[config.mk]
export PLATFORM = sky130hd
export DESIGN_NAME = pc_fetch
export DESIGN_NICKNAME = d
export VERILOG_FILES = /design/src/rtl/pc_fetch.sv
export SDC_FILE = /design/constraint.sdc
export NUM_CORES = 1
export LEC_CHECK = 0
export CAP_MARGIN = 10
export CORE_ASPECT_RATIO = 1.5
export CORE_MARGIN = 4
export CORE_UTILIZATION = 46
export CTS_CLUSTER_DIAMETER = 200
export CTS_CLUSTER_SIZE = 20
export DETAILED_ROUTE_END_ITERATION = 8
export HOLD_SLACK_MARGIN = 0.05
export PLACE_DENSITY = 0.73
export REMOVE_ABC_BUFFERS = 1
export SKIP_CTS_REPAIR_TIMING = 1
export SYNTH_ARGS = -nofsm -noshare
export SYNTH_HDL_FRONTEND = slang
export SYNTH_SLANG_ARGS = --single-unit
[constraint.sdc]
create_clock -name clk -period 3.3 [get_ports clk]
set_input_delay 0.66 -clock clk [delete_from_list [all_inputs] [get_ports clk]]
set_output_delay 0.66 -clock clk [all_outputs]
set_load 0.01 [all_outputs]
[src/rtl/pc_fetch.sv]
// Instruction-byte prefetch unit.
//
// Keeps an architectural PC (address of the byte presented on irout) and a
// separate fetch PC that runs ahead, filling a small FIFO from a simple
// request/acknowledge byte memory. The control unit consumes bytes with pcc
// and redirects the stream with jmp.
//
// Memory handshake: the request is a Moore output of the FSM. An IDLE cycle
// decides whether to fetch, and the following REQ cycle(s) hold mem_req and
// mem_addr until mem_ack. With a zero-wait memory this gives one byte every
// two cycles. A jump that lands while a read is outstanding cannot cancel
// the bus cycle. The FSM therefore parks in DROP, keeps the old address on
// the bus, and throws the returning byte away.
module pc_fetch #(
  parameter int ADDR_W = 16,
  parameter int DEPTH  = 2
) (
  input  logic              clk,
  input  logic              rst,
  input  logic              pcc,
  input  logic              jmp,
  input  logic [ADDR_W-1:0] jmp_addr,
  output logic              mem_req,
  output logic [ADDR_W-1:0] mem_addr,
  input  logic              mem_ack,
  input  logic [7:0]        mem_rdata,
  output logic [7:0]        irout,
  output logic              ir_valid,
  output logic              stall,
  output logic [ADDR_W-1:0] pc
);

  // DEPTH is a power of two, so the pointers wrap naturally in PTR_W bits.
  // The count needs one extra bit so that it can represent "full".
  localparam int PTR_W = (DEPTH > 1) ? $clog2(DEPTH) : 1;
  localparam int CNT_W = PTR_W + 1;
  localparam logic [CNT_W-1:0] DEPTH_C = CNT_W'(DEPTH);

  typedef enum logic [1:0] {
    IDLE = 2'd0,
    REQ  = 2'd1,
    DROP = 2'd2
  } state_t;

  state_t            state_q, state_d;
  logic [ADDR_W-1:0] pc_q, pc_d;
  logic [ADDR_W-1:0] fpc_q, fpc_d;
  logic [ADDR_W-1:0] addr_q, addr_d;
  logic [CNT_W-1:0]  count_q, count_d;
  logic [PTR_W-1:0]  rd_ptr_q, rd_ptr_d;
  logic [PTR_W-1:0]  wr_ptr_q, wr_ptr_d;
  logic              stall_q, stall_d;
  logic [7:0]        fifo_q [DEPTH];

  logic              push;
  logic              pop;
  logic              not_empty;

  assign not_empty = (count_q != '0);

  // A pop needs a byte to be present. A jump overrides the consume strobe in
  // the same cycle.
  assign pop = pcc && !jmp && not_empty;

  // Fetch FSM: decide when to issue a read, wait for it, or discard it.
  always_comb begin
    state_d = state_q;
    addr_d  = addr_q;
    push    = 1'b0;
    case (state_q)
      IDLE: begin
        // Nothing is in flight while idle, so the FIFO occupancy alone
        // decides whether there is room for another byte.
        if (!jmp && (count_q < DEPTH_C)) begin
          state_d = REQ;
          addr_d  = fpc_q;
        end
      end
      REQ: begin
        if (mem_ack) begin
          // A jump in the ack cycle makes this byte stale, so it is dropped.
          state_d = IDLE;
          push    = !jmp;
        end else if (jmp) begin
          state_d = DROP;
        end
      end
      DROP: begin
        // The returning byte belongs to the old stream and is discarded.
        if (mem_ack) begin
          state_d = IDLE;
        end
      end
      default: begin
        state_d = IDLE;
      end
    endcase
  end

  // Counter and FIFO pointer updates. A jump flushes everything.
  always_comb begin
    pc_d     = pc_q;
    fpc_d    = fpc_q;
    count_d  = count_q;
    rd_ptr_d = rd_ptr_q;
    wr_ptr_d = wr_ptr_q;
    stall_d  = pcc && !jmp && !not_empty;
    if (jmp) begin
      pc_d     = jmp_addr;
      fpc_d    = jmp_addr;
      count_d  = '0;
      rd_ptr_d = '0;
      wr_ptr_d = '0;
    end else begin
      if (pop) begin
        pc_d     = pc_q + ADDR_W'(1);
        rd_ptr_d = rd_ptr_q + PTR_W'(1);
      end
      if (push) begin
        fpc_d    = fpc_q + ADDR_W'(1);
        wr_ptr_d = wr_ptr_q + PTR_W'(1);
      end
      // A simultaneous push and pop leaves the count unchanged.
      count_d = count_q + CNT_W'(push) - CNT_W'(pop);
    end
  end

  // State, counter and pointer registers.
  always_ff @(posedge clk) begin
    if (rst) begin
      state_q  <= IDLE;
      pc_q     <= '0;
      fpc_q    <= '0;
      addr_q   <= '0;
      count_q  <= '0;
      rd_ptr_q <= '0;
      wr_ptr_q <= '0;
      stall_q  <= 1'b0;
    end else begin
      state_q  <= state_d;
      pc_q     <= pc_d;
      fpc_q    <= fpc_d;
      addr_q   <= addr_d;
      count_q  <= count_d;
      rd_ptr_q <= rd_ptr_d;
      wr_ptr_q <= wr_ptr_d;
      stall_q  <= stall_d;
    end
  end

  // FIFO storage. A write happens only on an accepted read, and the
  // request gating guarantees that the FIFO has room for it.
  always_ff @(posedge clk) begin
    if (rst) begin
      for (int i = 0; i < DEPTH; i++) begin
        fifo_q[i] <= 8'h00;
      end
    end else if (push) begin
      fifo_q[wr_ptr_q] <= mem_rdata;
    end
  end

  assign mem_req  = (state_q != IDLE);
  assign mem_addr = addr_q;
  assign ir_valid = not_empty;
  // The head byte is forced to zero when the FIFO is empty. This makes irout
  // read 0x00 out of reset.
  assign irout    = not_empty ? fifo_q[rd_ptr_q] : 8'h00;
  assign stall    = stall_q;
  assign pc       = pc_q;

endmodule

Word level (Yosys, flattened, before mapping). Memories as Yosys holds them, arrays and structs flattened. A register that Yosys moved wholly into a read port is not among the register bits. Cells that the tools add are included.

$lt $le $gt $ge: 1. Reduce and logical (&&, ||, !) cells: 15. Add/subtract/negate cells: 6. Multiplexer cells: 22. Equality and inequality tests: 5.

Operators by type and width (number): $mux 16 (4); $add 16x1->16 const B (2); $mux 8 (2); $mux 1 (11); $mux 2 (4); $reduce_bool 2->1 (4); $reduce_or 8->1 (1); $pmux 2 s3 (1); $logic_and 1x1->1 (4); $ne 2x2->1 const B (2); $ne 3x3->1 const B (1); $reduce_and 3->1 (1); $add 1x1->1 const B (2); $add 2x1->2 (1); $eq 2x1->1 const B (1); $eq 2x2->1 const B (1); $logic_not 1->1 (2); $logic_not 2->1 (1); $lt 2x2->1 const B (1); $reduce_and 2->1 (1); $reduce_or 2->1 (1); $sub 2x1->2 (1).

Logic and storage cells: 58. Bits in writable memories: 16. Output and inout port bits: 43. Register bits after elaboration: 55. Memories: 1.

Memory list: fifo_q (depth 2, bits a word 8, read ports 1, clocked after Yosys merged registers in 1, wr ports 2, RTL line 53) `logic [7:0] fifo_q [DEPTH];`.

Longest topological paths before layout.
Word-level depth: 8. Gate-level depth with buffers: 11. Mapped depth without buffers: 8.

Least setup slack after synthesis. Ideal clock, no wire load.

Path kind: input -> register. From: input jmp. To: register count_q[1]. Stages: 11. Slack: 0.833 ns. Setup time: 0.115 ns. Arrival time: 2.352 ns. Path through: clkbuf_1 -> inv_1 -> clkbuf_1 -> clkbuf_1 -> nand2_1 -> ha_1 -> inv_1 -> ha_1 -> xor2_1 -> xnor2_1 -> nor2_1.

Word-level cells in the longest chain between the ends: 5.

RTL lines: start: declaration (RTL line 21) `input logic jmp,`; $logic_not 1->1 (RTL line 63, 83); $mux 1 (RTL line 80) `if (mem_ack) begin`; $mux 1 (RTL line 70) `case (state_q)`; $add 2x1->2 (RTL line 124) `count_d = count_q + CNT_W'(push) - CNT_W'(pop);`; $sub 2x1->2 (RTL line 124); end signal: assignment (RTL line 144) `count_q <= count_d;`; end: declaration (RTL line 49) `logic [CNT_W-1:0] count_q, count_d;`.

Parallel ways exist; a longest one is shown, timed or not. A chain may end at the register's enable or synchronous reset.

Final worst setup path.
From: register count_q[1]. To: output irout[1].

Word-level cells in the longest chain between the ends: 2.

RTL lines: $reduce_bool 2->1 (RTL line 59) `assign not_empty = (count_q != '0);`; $mux 8 (RTL line 168) `assign irout = not_empty ? fifo_q[rd_ptr_q] : 8'h00;`; end: declaration (RTL line 27) `output logic [7:0] irout,`.

No other way between the ends.

==> flow_metrics.env <==
export IMPL_synth_cell_types=46
export IMPL_critPathKind="register to output port"
export IMPL_ff2ff_path_depth=8
export IMPL_grt_pass1_vias=2823
export IMPL_antenna_found_initial=0
export IMPL_clock_fmax_mhz=389
export IMPL_synth_edf_count=16
export IMPL_r2r_start="count_q[1]"
export IMPL_crit_family="simple AND/OR/NAND/NOR gates"
export IMPL_postSynth_asyncResetShare_pct=0
export IMPL_cp_max_fo=10
export IMPL_grt_util_all_layers_pct=18.6
export IMPL_hold_viol=0
export IMPL_cp_num_buf_inv=1
export IMPL_p_per_area_nw_per_um2=418
export IMPL_peakVddDrop_mv=0.267
export IMPL_synth_seq_area_share_pct=47.8
export IMPL_worst_pin_slew_ns=0.727
export IMPL_post_place_ws_ns=0.648
export IMPL_synth_area_leaders="dfxtp_1 33%, edfxtp_1 14%, a21oi_1 5.2%, nand2_1 4.9%, a21boi_0 3.8%"
export IMPL_finalWirelength_um=7790
export IMPL_die_area_um2=8740
export IMPL_synth_cell_area_um2=3350
export IMPL_min_to="mem_addr[4]"
export IMPL_period_minus_slack_ns=2.57
export IMPL_synth_area_leader_cell="dfxtp_1"
export IMPL_n_antenna_cell=0
export IMPL_critPathSlowestCell="nor2_1"
export IMPL_slew_viol_final=0
export IMPL_status="finished clean"
export IMPL_port_buffers=71
export IMPL_finalCritPeriodShare_pct=77.9
export IMPL_io_pins=72
export IMPL_grt_ovfl_total=0
export IMPL_dpl_cell_count=518
export IMPL_whs_path_depth=2
export IMPL_worst_setup_path_start_kind="register"
export IMPL_netlist_top_cells_count="56 x dfxtp_1, 44 x nand2_1, 35 x a21oi_1"
export IMPL_finClkSkew_ns=0.0138
export IMPL_final_antenna_net_count=0
export IMPL_cp_end_kind="output port"
export IMPL_avgSynthCellArea_um2=9.18
export IMPL_ys_ff_latch=72
export IMPL_rrSetupSlack_ns=1.42
export IMPL_area_delta_synth_final_pct=28.2
export IMPL_drc_errors=0
export IMPL_htree_num_levels=3
export IMPL_fp_dieH_um=113
export IMPL_rows=37
export IMPL_tritoncts="yes"
export IMPL_final_cells=534
export IMPL_synth_top_area_share_pct=33.5
export IMPL_cp_cell_sequence="nor2_1, nor2_1, clkdlybuf4s50_1"
export IMPL_min_delay_start="mem_addr[4]"
export IMPL_hold_ws_ns=0.458
export IMPL_grt_max_degree=31
export IMPL_clk_path_buf_depth=2
export IMPL_r2r_end="count_q[1]"
export IMPL_yosysMostFrequentCell="dfxtp_1"
export IMPL_grt_pass1_wl_um=13100
export IMPL_start_util_pct=47.9
export IMPL_hold_class="register to register"
export IMPL_final_setup_tns_ns=0
export IMPL_drt_pass1_iter_count=4
export IMPL_clock_latency_ns=0.35
export IMPL_syn_inst=365
export IMPL_p_leak_nw=1.57
export IMPL_die_width_um=77.7
export IMPL_maxSlewHeadroom_pct=51.4
export IMPL_fin_ws_ns=0.730
export IMPL_initialDrtViolationCount=103
export IMPL_maxCapViolations=0
export IMPL_nets=465
export IMPL_yosys_warnings=0
export IMPL_final_setup_viol_count=0
export IMPL_via_per_inst=5.21
export IMPL_cpPeakStageDelay_ns=0.53
export IMPL_dp_hpwl_um=5890
export IMPL_cts_buffers=9
export IMPL_clkSlewWorstSetupHoldPaths_ns=0.08
export IMPL_detail_route_wl_per_cell_um=14.6
export IMPL_num_vias=2783
export IMPL_power_mw=1.80
export IMPL_fp_coreArea_um2=6990
export IMPL_drive_gt1_share_pct=5.72
export IMPL_rsz0062_at_grt="no"
export IMPL_worstPathArrival_ns=1.91
export IMPL_root_buffer="clkbuf_8"
export IMPL_clock_sinks=72
export IMPL_synth_ff_type="dfxtp_1"
export IMPL_cp_required_ns=2.64
export IMPL_gp_congestion=0.872
export IMPL_critPathMostFrequentCell="nor2_1"
worst reg2reg max path, delay by kind of cell (launching register included):
| kind | cells | cell delay [ns] |
|---|---|---|
| DFF | 1 | 0.42 |
| and+or+nand+nor | 2 | 0.15 |
| AOI/OAI and AO/OA | 1 | 0.39 |
| xor gates and xnor gates | 2 | 0.31 |
| adders and majority gates | 2 | 0.47 |
| buffers and inverters | 1 | 0.04 |
power by group:
group | internal, mW | switching (mW) | total (mW)
clock | 0.271 | 0.310 | 0.581
sequential | 0.945 | 0.0475 | 0.993
combinational | 0.120 | 0.101 | 0.221
stage by stage:
step / util [%] / instance area (µm²)
floorplan: - / 3270
global placement: 59.2 / 4140
detailed placement: 59.2 / 4140
CTS: 61.4 / 4290
global route: 61.4 / 4290
finish: 61.4 / 4290
cell type report:
class                      instances  area, µm²
clock inverter                     4       23.8
tap                               97        121
timing repair buffer              76        748
inverter                          18       67.6
multi-input combinational        255       1600
fill                             616       2700
sequential                        72       1600
clock buffer                      12        135
placed cells by master (no fill, tap or decap), drive strengths merged, types with 5 or more instances in the layout:
cell type | netlist | final
mux2i | 11 | 11
edfxtp | 16 | 16
xnor2 | 12 | 12
nor3 | 10 | 10
and2 | 18 | 18
inv | 18 | 18
nand3 | 8 | 8
buf | 3 | 5
o31a | 9 | 9
xor2 | 12 | 12
a21oi | 35 | 35
clkbuf | 17 | 12
nor4 | 10 | 10
nand2 | 44 | 44
clkdlybuf4s50 | 0 | 71
dfxtp | 56 | 56
a21boi | 17 | 17
nor2 | 20 | 20
nand4 | 10 | 10
how the worst max path moves through the flow:
| stage | startpoint | end | cells past startpoint |
|---|---|---|---|
| detailed placement | mem_ack | fifo_q[0][7] | 4 |
| global placement | mem_ack | count_q[1] | 9 |
| CTS | count_q[1] | irout[0] | 3 |
| global route | count_q[1] | irout[1] | 3 |
| finish | count_q[1] | irout[1] | 3 |
| floorplan | jmp | count_q[1] | 8 |
cell families after synthesis:
group / Yosys count / synth area share, %
compound gates: 79 / 15.7
mux: 11 / 3.29
xor+xnor: 24 / 6.27
buf+inv: 38 / 4.56
simple gates: 137 / 20.9
fa+ha+maj: 4 / 1.49
flops: 72 / 47.8
sequential cells by signal, indices dropped and copies added (netlist names), named ones only:
signal / count
state_q: 2
stall: 1
count_q: 2
mem_addr: 16
wr_ptr_q: 1
rd_ptr_q: 1
pc: 16
fpc_q: 16
fifo_q: 16
layer usage:
metal	wire length, µm	global-route usage (%)
met5	0	0
met2	4160	34.3
met4	187	8.67
met1	3110	19.9
met3	330	3.85
Note: power is estimated with default switching activity, not from simulation.
==> edit 1 (same settings) <==
Change the parameter `ADDR_W` from 16 to 17.
--- a/src/rtl/pc_fetch.sv
+++ b/src/rtl/pc_fetch.sv
@@ -13,5 +13,5 @@
 // the bus, and throws the returning byte away.
 module pc_fetch #(
-  parameter int ADDR_W = 16,
+  parameter int ADDR_W = 17,
   parameter int DEPTH  = 2
 ) (
Interface: changed (resized jmp_addr, mem_addr and pc); port bits go from 72 to 75. The function was not compared with the original's and may differ.
==> edit 1 against the unedited design <==
Cell area is 6.0% higher. Sequential cell count is 3 higher. Worst setup slack worse by 54 ps. Routed wire length up 6.7%. Total power increased by 10%. Area after synthesis rose by 5.8%. Clock power increased by 22%. Via count is 5.4% higher. Sequential power grew 4%. Largest cell class is now multi-input combinational cells. Highest routed layer unchanged.
==> edit 1: results <==
set metrics [dict create \
    outcome "finished, final reports clean" \
    synth_cell_types 49 \
    ant_nets 0 \
    synth_common_cells "59 x dfxtp_1, 49 x nand2_1, 36 x a21oi_1" \
    grt_usage_pct 19.4 \
    nets 486 \
    drt_iter0_drc 125 \
    yosys.area.top_type_share_pct 33.3 \
    num_antenna_cells 0 \
    cts_buffer_depth 2 \
    drive_gt1_share_pct 6.99 \
    clock_latency_ps 360 \
    crit_fanout 10 \
    async_flop_share_pct 0 \
    synth_edf_count 16 \
    yosys_warnings 0 \
    cp_top_family "simple AND/OR/NAND/NOR gates" \
    synthTopCellsByArea "dfxtp_1 33%, edfxtp_1 14%, nand2_1 5.2%" \
    timing.slew.headroom_pct 52.4 \
    grt_antenna_before_repair 0 \
    cts_root_buf "clkbuf_8" \
    grt_pass1_wl_um 13900 \
    clock_skew_ps 12.5 \
    fin_tns_setup_ps 0 \
    wl_um 8310 \
    vdd_drop_max_uv 298 \
    cts.htree.levels 3 \
    dp_hpwl_um 6170 \
    routed_via_density 5.26 \
    hold_path_class "reg2reg" \
    crit_arrival_ps 1960 \
    grt_pass1_vias 2939 \
    leakagePower_nw 1.69 \
    gp_congestion 0.807 \
    crit_slowest_cell "nor2_1" \
    first_pass_iters 4 \
    grt_max_degree 42 \
    synth_top_area_cell "dfxtp_1" \
    max_stage_delay_ps 570 \
    p_sw_mw 0.499 \
    slew_violations 0 \
    cts_made_buffers 9 \
    ys_seq_area_share_pct 46.9 \
    clkTransAtPathRegs_ps 80 \
    portBuffers 74 \
]
edit 1: per-stage QoR:
stage               std cells  cell area (um2)  setup slack (ps)
floorplan                 362             3440              1370
global placement          542             4350               816
detailed placement        542             4350               745
CTS                       558             4550               615
global route              558             4550               482
finish                    558             4550               676
edit 1: cell type report:
| class | count | area [um2] |
|---|---|---|
| clock buffer | 10 | 138 |
| clock inverter | 6 | 65.1 |
| fill | 632 | 2820 |
| inverter | 20 | 75.1 |
| multi-input combinational | 267 | 1700 |
| sequential | 75 | 1660 |
| tap | 100 | 125 |
| timing repair buffer | 80 | 786 |
edit 1: routing by layer:
layer,global-route usage [%],vias to the layer above,part of all wire (%)
li1,-,1491,-
met2,34.2,72,53
met3,3.19,14,4.1
met1,22.8,1356,41
met5,0,-,0
met4,9.40,0,2.2
edit 1: path summary, 6_finish.rpt:
path	from	to	slack (ps)	depth (start not counted)
worst max register to register	count_q[1]	count_q[1]	1340	7
worst max-delay path	count_q[1]	irout[4]	680	3
worst min-delay path	mem_addr[11]	mem_addr[11]	460	2
worst min register to register	mem_addr[11]	mem_addr[11]	460	2
edit 1: cells by family after synthesis:
| group | Yosys count | synth area share, % |
|---|---|---|
| AO/OA/AOI/OAI | 83 | 15.6 |
| buffers and inverters | 43 | 5.05 |
| flip-flops | 75 | 46.9 |
| multiplexers | 12 | 3.39 |
| XOR/XNOR | 26 | 6.43 |
| AND/OR/NAND/NOR | 143 | 21.6 |
| adder cells (fa/ha/maj) | 3 | 1.06 |
edit 1: power by group through the flow:
stage	clock [mW]	combinational, mW	sequential, mW
global route	0.767	0.263	1.04
floorplan	0	0.0995	1.05
detailed placement	0	0.241	1.05
global placement	0	0.237	1.05
finish	0.710	0.241	1.03
CTS	0.727	0.243	1.03
==> edit 2 (same flow settings) <==
Without the edit above. Re-encode `state_t` (3 states) as one-hot, 3 bits wide.
--- a/src/rtl/pc_fetch.sv
+++ b/src/rtl/pc_fetch.sv
@@ -37,8 +37,8 @@
   localparam logic [CNT_W-1:0] DEPTH_C = CNT_W'(DEPTH);
 
-  typedef enum logic [1:0] {
-    IDLE = 2'd0,
-    REQ  = 2'd1,
-    DROP = 2'd2
+  typedef enum logic [2:0] {
+    IDLE = 3'b001,
+    REQ  = 3'b010,
+    DROP = 3'b100
   } state_t;
 
Behaviour: same outputs for any inputs over 4 cycles, from zero or initial values and one cycle with rst high; so few cycles prove little.
==> edit 2 against the unedited design <==
Critical path depth did not move. Worst setup slack improved by 4.8 ps. Global-route usage fell by 0.27 points. Die area rose by 2.3%. Cell area grew 2.8%. Total power increased by 8.0%. Routed wire length down 1.1%. First-iteration DRC count grew 18%. Sequential cell count up 1. Area after synthesis grew 2.5%. Critical endpoint is now irout[4]. Highest routed layer unchanged.
==> edit 2: results <==
set metrics [dict create \
    grt_max_degree 30 \
    clkTransAtPathRegs_ps 70 \
    nets 449 \
    dp_hpwl_um 5810 \
    synthTopCellsByArea "dfxtp_1 33%, edfxtp_1 14%, mux2i_1 7.6%" \
    clock_latency_ps 340 \
    grt_pass1_wl_um 12900 \
    netSwitchingFraction_pct 24.3 \
    synth_cell_types 49 \
    drive_gt1_share_pct 5.69 \
    ys_seq_area_share_pct 47.2 \
    first_pass_iters 4 \
    layout-area-overhead-vs-synth_pct 28.5 \
    r2r_cells 7 \
    grt_usage_pct 18.4 \
    vdd_drop_max_uv 292 \
    wl_um 7700 \
    min_to "mem_addr[0]" \
    synth_common_cells "57 x dfxtp_1, 38 x nor2_1, 26 x mux2i_1" \
    gp_congestion 0.800 \
    cts.htree.levels 3 \
    min_from "mem_addr[0]" \
    grt_pass1_vias 2794 \
    reg2reg_to "count_q[1]" \
    fillers 603 \
    synth_edf_count 16 \
    crit_arrival_ps 1910 \
    holdWs_ps 506 \
    synth.avg_cell_area_um2 9.79 \
    pre_cts_slack_ps 569 \
    leakagePower_nw 1.74 \
    async_flop_share_pct 0 \
    outcome "finished, final reports clean" \
    num_antenna_cells 0 \
    intPower_mw 1.47 \
    yosys_warnings 0 \
    postPlaceCellArea_mm2 0.00420 \
    clock_skew_ps 8.42 \
    stdcell_count 522 \
    reg2reg_slack_ps 1240 \
    vias 2695 \
    worst_pin_slew_ps 754 \
    cp_top_family "simple AND/OR/NAND/NOR gates" \
    drt_iter0_drc 122 \
    grt_antenna_before_repair 0 \
    dp_cells 506 \
    comb_power_share_pct 11.6 \
]
==> edit 2: changes by cell type in the layout (fill, tap and decap cells not counted), moves of 5 or more <==
cell,delta
a21oi_1,-16
nand2_1,-35
mux2i_1,+15
nor4_1,-8
nor2_1,+18
o21a_1,+5
==> edit 2: how the worst max path moves through the flow <==
| stage | cells past startpoint | slack, ps | start | endpoint |
|---|---|---|---|---|
| after floorplan | 7 | 1390 | pcc | count_q[1] |
| after global placement | 4 | 640 | mem_ack | fifo_q[1][3] |
| after detailed placement | 8 | 570 | mem_ack | count_q[1] |
| after CTS | 3 | 660 | count_q[1] | irout[4] |
| after global routing | 3 | 490 | count_q[1] | irout[4] |
| final | 3 | 730 | count_q[1] | irout[4] |
==> edit 2: cell families (layout without fill, tap and decap cells) <==
logic type / after synthesis / after routing / synth area share [%]
buffers and inverters: 38 / 109 / 4.77
AO/OA/AOI/OAI: 67 / 67 / 13.7
flip-flops: 73 / 73 / 47.2
AND/OR/NAND/NOR: 121 / 121 / 19.7
multiplexers: 26 / 26 / 7.58
XOR/XNOR: 23 / 23 / 5.87
adder cells (fa/ha/maj): 3 / 3 / 1.09
==> edit 2: layout make-up <==
class	count	share of cell area, %
timing repair buffer	75	16.8
multi-input combinational	240	37.4
inverter	18	1.53
sequential	73	36.7
clock inverter	3	0.425
clock buffer	13	4.34
tap	100	2.83
==> edit 2: per-layer routing <==
metal / up-vias / routed length, um / global-route usage (%)
li1: 1364 / - / -
met5: - / 0 / 0
met4: 0 / 165 / 7.58
met3: 15 / 258 / 3.87
met2: 69 / 4280 / 34.1
met1: 1247 / 2990 / 19.8
==> edit 2: worst register-to-register path, cell delays in order, from the launching register on <==
cell and delay, ps:
dfxtp_1 410, o21ai_1 500, xnor2_1 180, nor2_1 60
ha_1 210, xor2_1 150, or3_1 310, a21oi_1 170
